`src/rtl/ascon_arbiter.sv`:
```
// ascon_arbiter
// Two-requester round-robin arbiter and job sequencer for a single Ascon core.
// One requester owns the core per job. The owner's key, nonce and data words
// are muxed onto the core inputs. The arbiter pulses the core start, returns
// the core's cipher-valid and done strobes to the owner, and aborts a stalled
// job through the core's system-enable input.
//
// Ports:
//   clock, reset_n            system clock, asynchronous active-low reset
//   i_req[1:0]                per-requester job request (level)
//   i_data_0/1, i_data_valid  requester data words and their valid bits
//   i_key_0/1, i_nonce_0/1    requester keys and nonces
//   i_core_valid_cipher       cipher-valid strobe from the core
//   i_core_done               end-of-job strobe from the core
//   o_grant[1:0]              registered one-hot owner
//   o_busy                    arbiter is not idle
//   o_core_sys_enable         core system enable (low only while aborting)
//   o_core_start              one-cycle job start pulse to the core
//   o_core_data_valid         owner's data valid, gated to the run phase
//   o_core_data/key/nonce     owner's data, key and nonce (zero with no owner)
//   o_valid_cipher[1:0]       cipher-valid routed to the owner
//   o_done[1:0]               job-done pulse routed to the owner
//   o_error[1:0]              watchdog-timeout pulse routed to the owner
module ascon_arbiter #(
  parameter int DATA_WIDTH = 64,
  parameter int KEY_WIDTH  = 128,
  parameter int TIMEOUT    = 1023
) (
  input  logic                  clock,
  input  logic                  reset_n,
  input  logic [1:0]            i_req,
  input  logic [DATA_WIDTH-1:0] i_data_0,
  input  logic [DATA_WIDTH-1:0] i_data_1,
  input  logic [1:0]            i_data_valid,
  input  logic [KEY_WIDTH-1:0]  i_key_0,
  input  logic [KEY_WIDTH-1:0]  i_key_1,
  input  logic [KEY_WIDTH-1:0]  i_nonce_0,
  input  logic [KEY_WIDTH-1:0]  i_nonce_1,
  input  logic                  i_core_valid_cipher,
  input  logic                  i_core_done,
  output logic [1:0]            o_grant,
  output logic                  o_busy,
  output logic                  o_core_sys_enable,
  output logic                  o_core_start,
  output logic                  o_core_data_valid,
  output logic [DATA_WIDTH-1:0] o_core_data,
  output logic [KEY_WIDTH-1:0]  o_core_key,
  output logic [KEY_WIDTH-1:0]  o_core_nonce,
  output logic [1:0]            o_valid_cipher,
  output logic [1:0]            o_done,
  output logic [1:0]            o_error
);

  localparam int CW = $clog2(TIMEOUT + 1);

  // The watchdog is cleared in GRANT, so it holds k-1 in the k-th RUN cycle;
  // matching TIMEOUT-1 makes ABORT follow exactly TIMEOUT RUN cycles.
  localparam logic [CW-1:0] WD_LAST = CW'(TIMEOUT - 1);
  localparam logic [CW-1:0] WD_ONE  = CW'(1);

  localparam logic [2:0] S_IDLE    = 3'd0;
  localparam logic [2:0] S_GRANT   = 3'd1;
  localparam logic [2:0] S_RUN     = 3'd2;
  localparam logic [2:0] S_RELEASE = 3'd3;
  localparam logic [2:0] S_ABORT   = 3'd4;

  logic [2:0]    state_q, state_d;
  logic [1:0]    grant_q, grant_d;
  logic          ptr_q, ptr_d;
  logic [CW-1:0] wdog_q, wdog_d;
  logic          tmo_q, tmo_d;
  logic          in_run;
  logic          owner_req;

  assign in_run    = (state_q == S_RUN);
  assign owner_req = |(i_req & grant_q);

  always_comb begin
    state_d = state_q;
    grant_d = grant_q;
    ptr_d   = ptr_q;
    wdog_d  = wdog_q;
    tmo_d   = tmo_q;
    case (state_q)
      S_IDLE: begin
        if (i_req != 2'b00) begin
          state_d = S_GRANT;
          if (i_req == 2'b11) grant_d = ptr_q ? 2'b10 : 2'b01;
          else                grant_d = i_req;
        end
      end
      S_GRANT: begin
        wdog_d  = '0;
        tmo_d   = 1'b0;
        state_d = S_RUN;
      end
      S_RUN: begin
        wdog_d = wdog_q + WD_ONE;
        // Done wins over a dropped request, which wins over the timeout.
        if (i_core_done) begin
          state_d = S_RELEASE;
        end else if (!owner_req) begin
          state_d = S_ABORT;
          tmo_d   = 1'b0;
        end else if (wdog_q == WD_LAST) begin
          state_d = S_ABORT;
          tmo_d   = 1'b1;
        end
      end
      S_RELEASE, S_ABORT: begin
        // Hand priority to the other requester for the next contended job.
        ptr_d   = grant_q[0];
        grant_d = 2'b00;
        state_d = S_IDLE;
      end
      default: begin
        state_d = S_IDLE;
        grant_d = 2'b00;
      end
    endcase
  end

  always_ff @(posedge clock or negedge reset_n) begin
    if (!reset_n) begin
      state_q <= S_IDLE;
      grant_q <= 2'b00;
      ptr_q   <= 1'b0;
      wdog_q  <= '0;
      tmo_q   <= 1'b0;
    end else begin
      state_q <= state_d;
      grant_q <= grant_d;
      ptr_q   <= ptr_d;
      wdog_q  <= wdog_d;
      tmo_q   <= tmo_d;
    end
  end

  // Owner operand mux; an idle arbiter presents all-zero operands.
  always_comb begin
    o_core_data  = '0;
    o_core_key   = '0;
    o_core_nonce = '0;
    if (grant_q[0]) begin
      o_core_data  = i_data_0;
      o_core_key   = i_key_0;
      o_core_nonce = i_nonce_0;
    end else if (grant_q[1]) begin
      o_core_data  = i_data_1;
      o_core_key   = i_key_1;
      o_core_nonce = i_nonce_1;
    end
  end

  assign o_grant           = grant_q;
  assign o_busy            = (state_q != S_IDLE);
  assign o_core_sys_enable = (state_q != S_ABORT);
  assign o_core_start      = (state_q == S_GRANT);
  assign o_core_data_valid = in_run & |(i_data_valid & grant_q);
  assign o_valid_cipher    = (in_run && i_core_valid_cipher) ? grant_q : 2'b00;
  assign o_done            = (in_run && i_core_done) ? grant_q : 2'b00;
  assign o_error           = (state_q == S_ABORT && tmo_q) ? grant_q : 2'b00;

endmodule
```
`config.mk`:
```
export PLATFORM = sky130hd
export DESIGN_NAME = ascon_arbiter
export DESIGN_NICKNAME = d
export VERILOG_FILES = /design/src/rtl/ascon_arbiter.sv
export SDC_FILE = /design/constraint.sdc
export NUM_CORES = 1
export LEC_CHECK = 0
export ABC_AREA = 1
export CORE_AREA = 8 8 373 375
export CTS_CLUSTER_DIAMETER = 200
export DETAILED_ROUTE_END_ITERATION = 8
export DIE_AREA = 0 0 381 383
export PLACE_DENSITY_LB_ADDON = 0.05
export SYNTH_ARGS = -nofsm -noshare
export SYNTH_HDL_FRONTEND = slang
export SYNTH_SLANG_ARGS = --single-unit
```
`constraint.sdc`:
```
create_clock -name clock -period 3.7 [get_ports clock]
set_clock_uncertainty 0.15 [all_clocks]
set_input_delay 0.925 -clock clock [delete_from_list [all_inputs] [get_ports clock]]
set_output_delay 0.925 -clock clock [all_outputs]
set_load 0.05 [all_outputs]
```
==> flow_metrics.tcl <==
set metrics [dict create \
    path_max_fanout 86 \
    setup_violations 0 \
    rsz0062_at_grt "false" \
    r2r_slack_ns 1.86 \
    arrival_ns 2.20 \
    fillCellCount 15557 \
    cts_resized 0 \
    seq_area_um2 432.9 \
    yosysWarnings 0 \
    drc 0 \
    holdWs_ns 0.3436 \
    multi_input_area_um2 4534 \
    final_layout_size_suffix_gt1_share_pct 18.40 \
    viasPerCell 2.990 \
    hold_viol 0 \
    maxCapViolCount 0 \
    grt.total_usage_pct 11.60 \
    initial_utilization_pct 4.301 \
    rr_endpoint "tmo_q$_DFFE_PN0P_" \
    slowest_stage "dfrtp_4" \
    root_buffer "clkbuf_16" \
    max_freq_ghz 0.3050 \
    cts_tree "done" \
    clock_path_buffers 2 \
    grt_max_degree 87 \
    cts_sinks 17 \
    layout_min_cycle_time_ns 3.279 \
    postSynthCellCount 1215 \
    critPathBufInv 3 \
    power_density_nw_per_um2 705.3 \
    place_ws_ns 0.3120 \
    final_antenna_net_count 0 \
    cts_made_buffers 3 \
    area_growth_pct 202.8 \
    io_buffers 979 \
    grt_pass1_vias 11924 \
    path_depth 5 \
    critical_path_class "flop to output port" \
    drt_iter0_drc 444 \
    status "completed" \
    clkTransAtPathRegs_ns 0.06 \
    cp-end-kind "output port" \
    setup_ws_ns 0.4210 \
    ys_top_cells_by_area "nand2_1 45%, nand3_1 29%, dfrtp_1 7.4%" \
    row_count 134 \
    syn_area_um2 5712 \
    worst_slew_pin_slew_ns 0.5866 \
    synthDistinctLibCells 27 \
    yosysSeqAreaShare_pct 7.448 \
    yosysTopAreaCell "nand2_1" \
    synth_top_area_share_pct 45.02 \
    synth_flop_cell "dfrtp_1" \
    grt-ovfl-total 0 \
    routedWlPerCell_um 23.41 \
    maxSlewViolCount 0 \
    totalWireLength_mm 91.56 \
    fin_nets 2782 \
    die_w_um 381 \
    worstPathRequired_ns 2.62 \
    syn_area_per_cell_um2 4.701 \
    fin_tns_setup_ns 0 \
    path_cells "buf_12, buf_12, nand2_1, nand2_1, buf_4" \
    grt_pass1_wl_mm 116.7 \
    synth_most_common_cell "nand2_1" \
    synth_seq_cells 17 \
    firstDrtPassIters 5 \
    slew_headroom_pct 60.77 \
    ys_top_cells_by_count "685 x nand2_1, 333 x nand3_1, 68 x buf_2" \
    critPathLaunchType "flop" \
    worstHoldPathType "flop to flop" \
    synth_edf_count 0 \
    ir_drop_mv 0.2601 \
    hpwl_mm 80.35 \
    reg2reg_from "o_grant[0]$_DFFE_PN0P_" \
    reg2reg_depth 9 \
    final_core_util_pct 13.02 \
    cts_hold_buf 0 \
    ioPinCount 980 \
    ys_async_sr_fraction_pct 100.0 \
    critPathCapture "o_core_nonce[23]" \
    cpPeakStageDelay_ns 0.47 \
    postCtsSetupBuffers 0 \
    antenna_found_initial 65 \
    syn-num-nets 1865 \
    die_area_um2 145900 \
    h-tree-depth 1 \
    critPathTopFamily "buffers and inverters" \
    fp.coreArea_um2 132800 \
    p_leak_nw 7.880 \
    vias 11692 \
    crit_start "o_grant[0]$_DFFE_PN0P_" \
    die_h_um 383 \
    timing.final.crit_share_pct 88.62 \
    clk_latency_ns 0.25 \
    gp_congestion 0.8402 \
]
-- worst min path at each step --
stage | to | depth (start not counted) | slack, ns | startpoint
floorplan | tmo_q$_DFFE_PN0P_ | 2 | 0.29 | tmo_q$_DFFE_PN0P_
global placement | tmo_q$_DFFE_PN0P_ | 2 | 0.34 | tmo_q$_DFFE_PN0P_
detailed placement | tmo_q$_DFFE_PN0P_ | 2 | 0.33 | tmo_q$_DFFE_PN0P_
CTS | tmo_q$_DFFE_PN0P_ | 2 | 0.35 | tmo_q$_DFFE_PN0P_
global route | tmo_q$_DFFE_PN0P_ | 2 | 0.37 | tmo_q$_DFFE_PN0P_
finish | tmo_q$_DFFE_PN0P_ | 2 | 0.34 | tmo_q$_DFFE_PN0P_
-- where the power goes --
part           switching (mW)  internal (mW)  total, mW
sequential             0.0605          0.235      0.295
combinational            8.30           3.37       11.7
clock                  0.0796          0.145      0.224
total                    8.44           3.75       12.2
-- routing by layer --
metal / track usage, % / share of wire (%) / up-vias
met2: 22.18 / 53 / 541
met3: 6.208 / 11 / 122
met1: 11.21 / 34 / 5209
met4: 1.507 / 1.3 / 84
met5: 0 / 0.53 / -
li1: - / - / 5736
-- logic make-up (layout without fill, tap and decap cells) --
group	Yosys count	after routing	synth area share, %
AND/OR/NAND/NOR	1051	1051	77.57
other	0	12	0
buffers and inverters	131	1047	13.17
flip-flops	17	17	7.448
AO/OA/AOI/OAI	14	14	1.380
adder cells (fa/ha/maj)	2	2	0.4380
-- tightest hold or removal path, delay by kind of cell, from the launching register on --
kind          cells  cell delay [ns]
flops             1             0.35
simple gates      2             0.11
-- placed cells by master, fill, tap and decap left out, types with 3 or more instances in the layout --
cell type and instances:
nor2_1 17, nand3_2 3, nor2_2 3, diode_2 12, inv_1 19, clkbuf_16 3, nand3_1 333, nand2_4 3
nand2_1 685, buf_12 49, clkdlybuf4s50_1 652, o21ai_1 4, buf_4 318, dfrtp_1 15, a21oi_1 5
-- area by class of cell --
class	count	share of cell area [%]
Antenna cell	12	0.1736
Timing Repair Buffer	1019	57.21
Inverter	24	0.6367
Sequential cell	17	2.503
Clock buffer	3	0.4341
Tap cell	1768	12.79
Clock inverter	1	0.02894
Multi-Input combinational cell	1067	26.22
-- registers in the layout, summed over array words and instances (netlist names) --
register  flops
o_grant       2
ptr_q         1
state_q       3
tmo_q         1
wdog_q       10
-- stage by stage --
step / power [mW] / std cells / cell area (um^2)
2_1_floorplan: 7.176 / 1215 / 5712
3_3_place_gp: 12.44 / 3895 / 17180
3_5_place_dp: 12.37 / 3895 / 17180
4_1_cts: 12.64 / 3899 / 17260
5_1_grt: 12.93 / 3903 / 17270
6_report: 12.20 / 3911 / 17290
Power figures use the tool's default switching activity.
